`src/rtl/cla_pipe_nb_pkg.sv`:
```
// Shared constants and types for the pipelined carry-lookahead adder/subtractor.
// Latency: n/a (package only).
// Backpressure: n/a (package only).
//
// Contents:
//   GRP_W        width of one lookahead group (one pipeline stage resolves one group)
//   MIN_BW       smallest supported operand width
//   mode_e       add / subtract selector as seen on i_sub
//   grp_out_t    bundled result of one 4-bit lookahead group
//   bw_data_ok() elaboration-time legality check for the operand width
package cla_pipe_nb_pkg;

  localparam int GRP_W  = 4;
  localparam int MIN_BW = 8;

  typedef enum logic {
    MODE_ADD = 1'b0,
    MODE_SUB = 1'b1
  } mode_e;

  typedef struct packed {
    logic [GRP_W-1:0] s;
    logic             cout;
    logic             c3;    // carry into the group MSB, used for signed overflow
  } grp_out_t;

  // True when the operand width splits evenly into lookahead groups and is
  // wide enough to give at least two pipeline stages.
  function automatic bit bw_data_ok(input int bw);
    return ((bw % GRP_W) == 0) && (bw >= MIN_BW);
  endfunction

endpackage

```
`src/rtl/cla_grp4.sv`:
```
// Combinational 4-bit carry-lookahead group: every internal carry is a flat
// sum-of-products of generate/propagate terms and cin, with no ripple chain.
// Latency: 0 cycles (purely combinational). Backpressure: none (no state).
//
// Ports:
//   a, b  4-bit operand slices
//   cin   carry into bit 0
//   s     4-bit sum slice
//   cout  carry out of bit 3
//   c3    carry into bit 3 (cout ^ c3 is signed overflow when this is the top group)
module cla_grp4 (
  input  logic [3:0] a,
  input  logic [3:0] b,
  input  logic       cin,
  output logic [3:0] s,
  output logic       cout,
  output logic       c3
);

  logic [3:0] g;
  logic [3:0] p;
  logic       c1;
  logic       c2;

  assign g = a & b;
  assign p = a ^ b;

  assign c1 = g[0]
            | (p[0] & cin);

  assign c2 = g[1]
            | (p[1] & g[0])
            | (p[1] & p[0] & cin);

  assign c3 = g[2]
            | (p[2] & g[1])
            | (p[2] & p[1] & g[0])
            | (p[2] & p[1] & p[0] & cin);

  assign cout = g[3]
              | (p[3] & g[2])
              | (p[3] & p[2] & g[1])
              | (p[3] & p[2] & p[1] & g[0])
              | (p[3] & p[2] & p[1] & p[0] & cin);

  assign s = p ^ {c3, c2, c1, cin};

endmodule

```
`src/rtl/cla_pipe_nb.sv`:
```
// Pipelined adder/subtractor resolving one 4-bit lookahead group per stage.
// Latency: BW_DATA/4 cycles from accept to o_vld; one result per cycle.
// Backpressure: whole pipe freezes while o_vld=1 and i_rdy=0; o_rdy mirrors that.
//
// Ports:
//   i_clk, i_rst          clock, synchronous active-high reset
//   i_vld / o_rdy         input handshake (o_rdy never depends on i_vld)
//   i_a, i_b, i_c, i_sub  operands, carry/borrow in, mode (0 = A+B+c, 1 = A-B-c)
//   o_vld / i_rdy         output handshake
//   o_s, o_c, o_ov        sum/difference, carry out (1 = no borrow in subtract), signed overflow
module cla_pipe_nb
  import cla_pipe_nb_pkg::*;
#(
  parameter int BW_DATA = 16
) (
  input  logic               i_clk,
  input  logic               i_rst,
  input  logic               i_vld,
  output logic               o_rdy,
  input  logic [BW_DATA-1:0] i_a,
  input  logic [BW_DATA-1:0] i_b,
  input  logic               i_c,
  input  logic               i_sub,
  output logic               o_vld,
  input  logic               i_rdy,
  output logic [BW_DATA-1:0] o_s,
  output logic               o_c,
  output logic               o_ov
);

  localparam int NGRP = BW_DATA / GRP_W;

  if (!bw_data_ok(BW_DATA)) begin : g_bw_chk
    $error("cla_pipe_nb: BW_DATA=%0d must be a multiple of %0d and >= %0d",
           BW_DATA, GRP_W, MIN_BW);
  end

  // Stage k registers. a/b carry the operands forward so later stages can
  // pick up their own group; s accumulates the groups already resolved.
  logic               vld_q [NGRP];
  logic               vld_d [NGRP];
  logic [BW_DATA-1:0] a_q   [NGRP];
  logic [BW_DATA-1:0] a_d   [NGRP];
  logic [BW_DATA-1:0] b_q   [NGRP];
  logic [BW_DATA-1:0] b_d   [NGRP];
  logic [BW_DATA-1:0] s_q   [NGRP];
  logic [BW_DATA-1:0] s_d   [NGRP];
  logic               cy_q  [NGRP];
  logic               cy_d  [NGRP];
  logic               ov_q;
  logic               ov_d;

  grp_out_t           grp   [NGRP];

  logic               adv;
  mode_e              mode;
  logic [BW_DATA-1:0] b_eff;
  logic               cin_eff;

  // Subtract is A + ~B + ~c. The mode is folded into B and the carry here,
  // once, so nothing downstream ever looks at live i_sub.
  assign mode    = mode_e'(i_sub);
  assign b_eff   = (mode == MODE_SUB) ? ~i_b : i_b;
  assign cin_eff = (mode == MODE_SUB) ? ~i_c : i_c;

  // Single global advance: a full output register that cannot retire blocks
  // every stage, so nothing is dropped and no per-stage credit is needed.
  assign adv   = ~vld_q[NGRP-1] | i_rdy;
  assign o_rdy = adv;

  for (genvar k = 0; k < NGRP; k++) begin : g_stage
    logic [GRP_W-1:0] ga;
    logic [GRP_W-1:0] gb;
    logic             gc;
    logic [GRP_W-1:0] gs;
    logic             gco;
    logic             gc3;

    if (k == 0) begin : g_head
      assign ga = i_a[GRP_W-1:0];
      assign gb = b_eff[GRP_W-1:0];
      assign gc = cin_eff;
    end else begin : g_body
      assign ga = a_q[k-1][GRP_W*k +: GRP_W];
      assign gb = b_q[k-1][GRP_W*k +: GRP_W];
      assign gc = cy_q[k-1];
    end

    cla_grp4 u_grp (
      .a    (ga),
      .b    (gb),
      .cin  (gc),
      .s    (gs),
      .cout (gco),
      .c3   (gc3)
    );

    assign grp[k] = '{s: gs, cout: gco, c3: gc3};
  end

  always_comb begin
    vld_d = vld_q;
    a_d   = a_q;
    b_d   = b_q;
    s_d   = s_q;
    cy_d  = cy_q;
    ov_d  = ov_q;

    if (adv) begin
      // Stage 0 takes the live inputs; bubbles simply load vld=0.
      vld_d[0]              = i_vld;
      a_d[0]                = i_a;
      b_d[0]                = b_eff;
      s_d[0]                = '0;
      s_d[0][GRP_W-1:0]     = grp[0].s;
      cy_d[0]               = grp[0].cout;

      for (int k = 1; k < NGRP; k++) begin
        vld_d[k]                   = vld_q[k-1];
        a_d[k]                     = a_q[k-1];
        b_d[k]                     = b_q[k-1];
        s_d[k]                     = s_q[k-1];
        s_d[k][GRP_W*k +: GRP_W]   = grp[k].s;
        cy_d[k]                    = grp[k].cout;
      end

      // Only the top group's carries define signed overflow.
      ov_d = grp[NGRP-1].cout ^ grp[NGRP-1].c3;
    end
  end

  always_ff @(posedge i_clk) begin
    if (i_rst) begin
      for (int k = 0; k < NGRP; k++) begin
        vld_q[k] <= 1'b0;
        a_q[k]   <= '0;
        b_q[k]   <= '0;
        s_q[k]   <= '0;
        cy_q[k]  <= 1'b0;
      end
      ov_q <= 1'b0;
    end else begin
      vld_q <= vld_d;
      a_q   <= a_d;
      b_q   <= b_d;
      s_q   <= s_d;
      cy_q  <= cy_d;
      ov_q  <= ov_d;
    end
  end

  assign o_vld = vld_q[NGRP-1];
  assign o_s   = s_q[NGRP-1];
  assign o_c   = cy_q[NGRP-1];
  assign o_ov  = ov_q;

endmodule
```
`config.mk`:
```
export PLATFORM = sky130hd
export DESIGN_NAME = cla_pipe_nb
export DESIGN_NICKNAME = d
export VERILOG_FILES = /design/src/rtl/cla_pipe_nb_pkg.sv /design/src/rtl/cla_grp4.sv /design/src/rtl/cla_pipe_nb.sv
export SDC_FILE = /design/constraint.sdc
export NUM_CORES = 1
export LEC_CHECK = 0
export BUFFER_PORTS_ARGS = -buffer_cell sky130_fd_sc_hd__buf_2
export CAP_MARGIN = 40
export CORE_MARGIN = 3
export CORE_UTILIZATION = 55
export DETAILED_ROUTE_END_ITERATION = 16
export PLACE_DENSITY_LB_ADDON = 0.2
export SLEW_MARGIN = 20
export SYNTH_ARGS = -nofsm -noshare
export SYNTH_HDL_FRONTEND = slang
export SYNTH_SLANG_ARGS = --single-unit
```
`constraint.sdc`:
```
create_clock -name i_clk -period 4.72 [get_ports i_clk]
set_clock_uncertainty 0.2 [all_clocks]
set_input_delay 0.708 -clock i_clk [delete_from_list [all_inputs] [get_ports i_clk]]
set_output_delay 0.708 -clock i_clk [all_outputs]
set_load 0.02 [all_outputs]
```
Yosys cells after proc, flatten, opt, wreduce, memory -nomap -nowiden --
Cells that the tools add are included.
Word-level totals: word-level logic and storage cells 142, input port bits 38, output and inout port bits 20, flip-flop bits (word level) 145
Operators by class: bitwise logic cells 121, multiplexer cells 2
Operators with widths (number):
- AND 1 bit | 64
- bitwise OR 1 bit | 41
- XOR 4 bit | 8
- AND 4 bit | 4
- 2-to-1 mux 16 bit | 1
- NOT 16 bit | 1
- NOT 1 bit | 2
- 2-to-1 mux 1 bit | 1
- XOR 1 bit | 1

Logic depth before layout (Yosys ltp) --
word-level depth 8, gate-level depth with buffers 8, gate-level depth less buffers 6

By module --
From an unflattened synthesis, not the netlist that was laid out.
Second synthesis, totals: cell total of the unflattened synthesis 508, area, all modules 4315.4 sq um
By module, submodules not included:
- cla_pipe_nb | cells an instance 444, seq. area each 1941.9 sq um, area an instance 3724.8 sq um, instances 1
- cla_grp4 (g_stage[0].u_grp ...) | cells an instance 18, seq. area each 0.0 sq um, area an instance 155.1 sq um, instances 2
- cla_grp4 (g_stage[2].u_grp ...) | cells an instance 14, seq. area each 0.0 sq um, area an instance 140.1 sq um, instances 2

Worst setup path after synthesis --
No wires, ideal clock.
path kind input -> register, from in i_sub, to reg s_q[51] (netlist bit), path buffers 2, data required time 4.424 ns, arrival time 2.126 ns, stages on the path 8, setup time 0.096 ns, setup slack 2.299 ns, path through buf_6 -> buf_4 -> xor2_1 -> ha_1 -> nand3_1 -> nor2_2 -> o31a_1 -> o41ai_2
Between the ends: cells in the longest elaborated chain, start to end 7, elaborated cells on any way between the ends 13, those cells by class 2 x mux; 11 x bitwise
Ends and longest elaborated chain:
- start, declared | RTL line cla_pipe_nb.sv:23 | input logic i_sub,
- 2-to-1 mux 16 bit | RTL line cla_pipe_nb.sv:63 | assign b_eff = (mode == MODE_SUB) ? ~i_b : i_b;
- XOR 4 bit / AND 4 bit (equally long branches) | RTL line cla_grp4.sv:26, cla_grp4.sv:25
- AND 1 bit, on equally long branches | RTL line cla_grp4.sv:36, cla_grp4.sv:37, cla_grp4.sv:38
- bitwise OR 1 bit, or another cell as far along | RTL line cla_grp4.sv:36 | | (p[2] & g[1])
- bitwise OR 1 bit / AND 1 bit (equally long branches) | RTL line cla_grp4.sv:37, cla_grp4.sv:38
- bitwise OR 1 bit | RTL line cla_grp4.sv:38 | | (p[2] & p[1] & p[0] & cin);
- XOR 4 bit * | RTL line cla_grp4.sv:46 | assign s = p ^ {c3, c2, c1, cin};
- end signal, assigned by index | RTL line cla_pipe_nb.sv:138 | s_q[k] <= '0;
- end signal, assigned | RTL line cla_pipe_nb.sv:146 | s_q <= s_d;
- end, declared | RTL line cla_pipe_nb.sv:46 | logic [BW_DATA-1:0] s_q [NGRP];
Every way passes the cells marked *; elsewhere a longest branch is shown, timed or not. A chain may end at the register's enable or synchronous reset.

Final worst setup path --
from in i_rdy, to out o_rdy
Between the ends: cells in the longest elaborated chain, start to end 1
Ends and longest elaborated chain:
- start, declared | RTL line cla_pipe_nb.sv:25 | input logic i_rdy,
- bitwise OR 1 bit | RTL line cla_pipe_nb.sv:68 | assign adv = ~vld_q[NGRP-1] | i_rdy;
- end, declared | RTL line cla_pipe_nb.sv:19 | output logic o_rdy,
No other way between the ends.

==> results.yml <==
worst_setup_path:
  end_kind: "primary output"
  reg2reg_slack_ns: 2.70
  critical_path_peak_fanout: 71
  worstReg2RegStart: "o_vld"
  worstPathRequired_ns: 3.81
  critical_path_class: "primary input to primary output"
  crit_chain: "buf_2 -> nor2b_4 -> inv_4 -> buf_2"
  critPathArrivalTime_ns: 1.65
  startpoint_type: "primary input"
  endpoint: "o_rdy"
  ff2ff_path_depth: 5
  cpMaxStageDelayCell: "inv_4"
  crit_start: "i_rdy"
  crit_path_frequent_cell: "buf_2"
  r2r-end: "g_stage[1].gc"
  worst_path_largest_cell_delay_ns: 0.47
placement:
  port_buffers: 57
  dp.cells: 615
  post-place-ws_ns: 2.01
  gp_congestion: 0.799
  dpl.hpwl_mm: 4.92
  placed_area_um2: 4440
timing:
  tightest_slew_ns: 0.680
  worst_slack_ns: 2.16
  drv_slew: 0
  fmax_ghz: 0.391
  setup_tns_ns: 0
  finalSetupViolCount: 0
  rsz0062_at_grt: "false"
  post-route-period-util_pct: 54.2
  period_needed_ns: 2.56
  slew_headroom_pct: 54.7
  hold_violations: 0
hold_path:
  worstHoldPathType: "flip-flop to flip-flop"
clock_tree:
  cts_tree: "yes"
  clk_latency_ns: 0.36
  cts-root-buf: "clkbuf_8"
  cts_setup_buffers: 0
  ctsResizeCount: 0
  clock_path_buffers: 2
  clock-sinks: 97
  ctsHoldBuffers: 0
  clk_pin_slew_ns: 0.08
  cts_buffers: 9
  htreeDepth: 3
synthesis:
  synth_area_per_cell_um2: 8.42
  ys_ff_latch: 97
  synth_warnings: 0
  postSynthCellCount: 507
  ys_seq_area_share_pct: 45.5
  syn_area_um2: 4270
  synthesis.nets: 567
  synth_cell_type_count: 37
detailed_routing:
  dr.pass1.iters: 7
  vias_per_cell: 5.15
  routed_wl_mm: 7.63
  drt_iter0_drc: 147
  ant_nets: 0
  dr_total_vias: 3252
  avgRoutedWirePerCell_um: 12.1
  drc: 0
floorplan:
  pin_count: 58
  std_cell_rows: 31
  core_um2: 7410
  die_y_um: 94.1
  die_area_um2: 8850
  die_w_um: 94.1
  start_util_pct: 57.6
pwr:
  max-vdd-ir-drop_mv: 0.174
  p_leak_uw: 0.00194
  power_uw: 1610
  p_per_area_nw_per_um2: 347
layout:
  antenna_cells: 0
  layout_commonest_cell: "nand2_1"
  final_cell_mix: "139 x nand2_1, 97 x dfxtp_1, 71 x a21oi_1"
  finalNonFillerCells: 632
  drive_above_1_share_pct: 15.2
  fin_nets: 588
  area_delta_synth_final_pct: 9.03
  fin_area_um2: 4650
global_route:
  grt_max_degree: 91
  antenna_found_initial: 0
  grt.overflow.total: 0
  grt_pass1_wl_mm: 13.0
  grt_pass1_vias: 2996
  grt_use_total_pct: 18.3
job:
  drv_cap: 0
run_status:
  status: "completed"
where the power goes:
part | internal (µW) | total, µW | switching, µW
sequential | 872 | 901 | 29.3
clock | 247 | 521 | 274
combinational | 88.4 | 192 | 103
metrics by stage:
step | hold WS (ns) | util (%)
after CTS | 0.253 | 62.5
final | 0.247 | 62.8
after global placement | 0.236 | 59.5
after detailed placement | 0.240 | 59.9
after floorplan | 0.232 | -
after global routing | 0.272 | 62.8
worst max-delay path, delay by kind of cell:
| family | cells | cell delay, ns |
|---|---|---|
| buffers and inverters | 3 | 0.86 |
| and+or+nand+nor | 1 | 0.05 |
worst min-delay path by stage:
stage                  from       to  slack [ns]  depth (start not counted)
global route         o_s[5]   o_s[5]        0.27                          2
detailed placement   o_s[4]   o_s[4]        0.24                          2
floorplan           s_q[50]  s_q[34]        0.23                          2
global placement    o_s[11]  o_s[11]        0.24                          2
finish              o_s[11]  o_s[11]        0.25                          2
CTS                  o_s[4]   o_s[4]        0.25                          2
Yosys cell counts:
| cell | count | share of area [%] |
|---|---|---|
| nor2_2 | 1 | 0.15 |
| buf_6 | 2 | 0.53 |
| o31a_1 | 1 | 0.21 |
| o21ai_1 | 2 | 0.23 |
| inv_1 | 5 | 0.44 |
| nor3b_1 | 2 | 0.35 |
| nand3b_1 | 6 | 1.1 |
| a211o_1 | 2 | 0.41 |
| ha_1 | 18 | 5.3 |
| xnor2_4 | 1 | 0.64 |
| o21bai_1 | 1 | 0.18 |
| xor2_1 | 5 | 1.0 |
| nand3_1 | 3 | 0.35 |
| a211oi_2 | 2 | 0.59 |
| o21ai_0 | 6 | 0.70 |
| or3_1 | 4 | 0.59 |
| nand2_1 | 139 | 12 |
| buf_2 | 15 | 1.8 |
| dfxtp_1 | 97 | 45 |
| buf_4 | 18 | 3.2 |
| nor4b_1 | 2 | 0.41 |
| o311ai_1 | 1 | 0.21 |
| a31oi_1 | 1 | 0.15 |
| mux2i_1 | 1 | 0.23 |
| o41ai_2 | 1 | 0.38 |
| fa_1 | 4 | 1.9 |
| nor2b_1 | 2 | 0.29 |
| nor3_1 | 5 | 0.59 |
| nor4_1 | 1 | 0.15 |
| a21oi_1 | 71 | 8.3 |
| nor2_1 | 28 | 2.5 |
| o41ai_1 | 1 | 0.21 |
| xnor2_1 | 15 | 3.1 |
| a211oi_1 | 24 | 4.2 |
| inv_4 | 1 | 0.15 |
| clkbuf_1 | 16 | 1.4 |
| a21o_1 | 3 | 0.53 |
sequential cells by signal (all words and copies together) (netlist names):
signal,flops
vld_q,3
o_ov,1
o_vld,1
b_q,24
g_stage.gc,3
a_q,24
o_s,16
o_c,1
s_q,24
routing by layer:
layer / track usage [%] / vias to the layer above / part of all wire (%)
li1: - / 1718 / -
met1: 23.8 / 1458 / 50
met2: 28.9 / 66 / 44
met3: 4.89 / 10 / 4.9
met4: 6.98 / 0 / 1.2
met5: 0 / - / 0
cells by family (layout without fill, tap and decap cells):
kind of cell / after synthesis / in the layout / share of synthesized area (%)
fa+ha+maj: 22 / 22 / 7.15
compound gates: 116 / 116 / 16.3
buf+inv: 57 / 83 / 7.44
xor+xnor: 21 / 21 / 4.75
mux: 1 / 1 / 0.234
flops: 97 / 97 / 45.5
simple gates: 193 / 193 / 18.6
final cells by class:
cell class	instances	area (µm²)
Clock buffer	12	135
Clock inverter	4	53.8
Fill cell	663	2750
Inverter	6	25.0
Multi-Input combinational cell	353	2020
Sequential cell	97	1940
Tap cell	99	124
Timing Repair Buffer	61	358
Power figures use the tool's default switching activity.
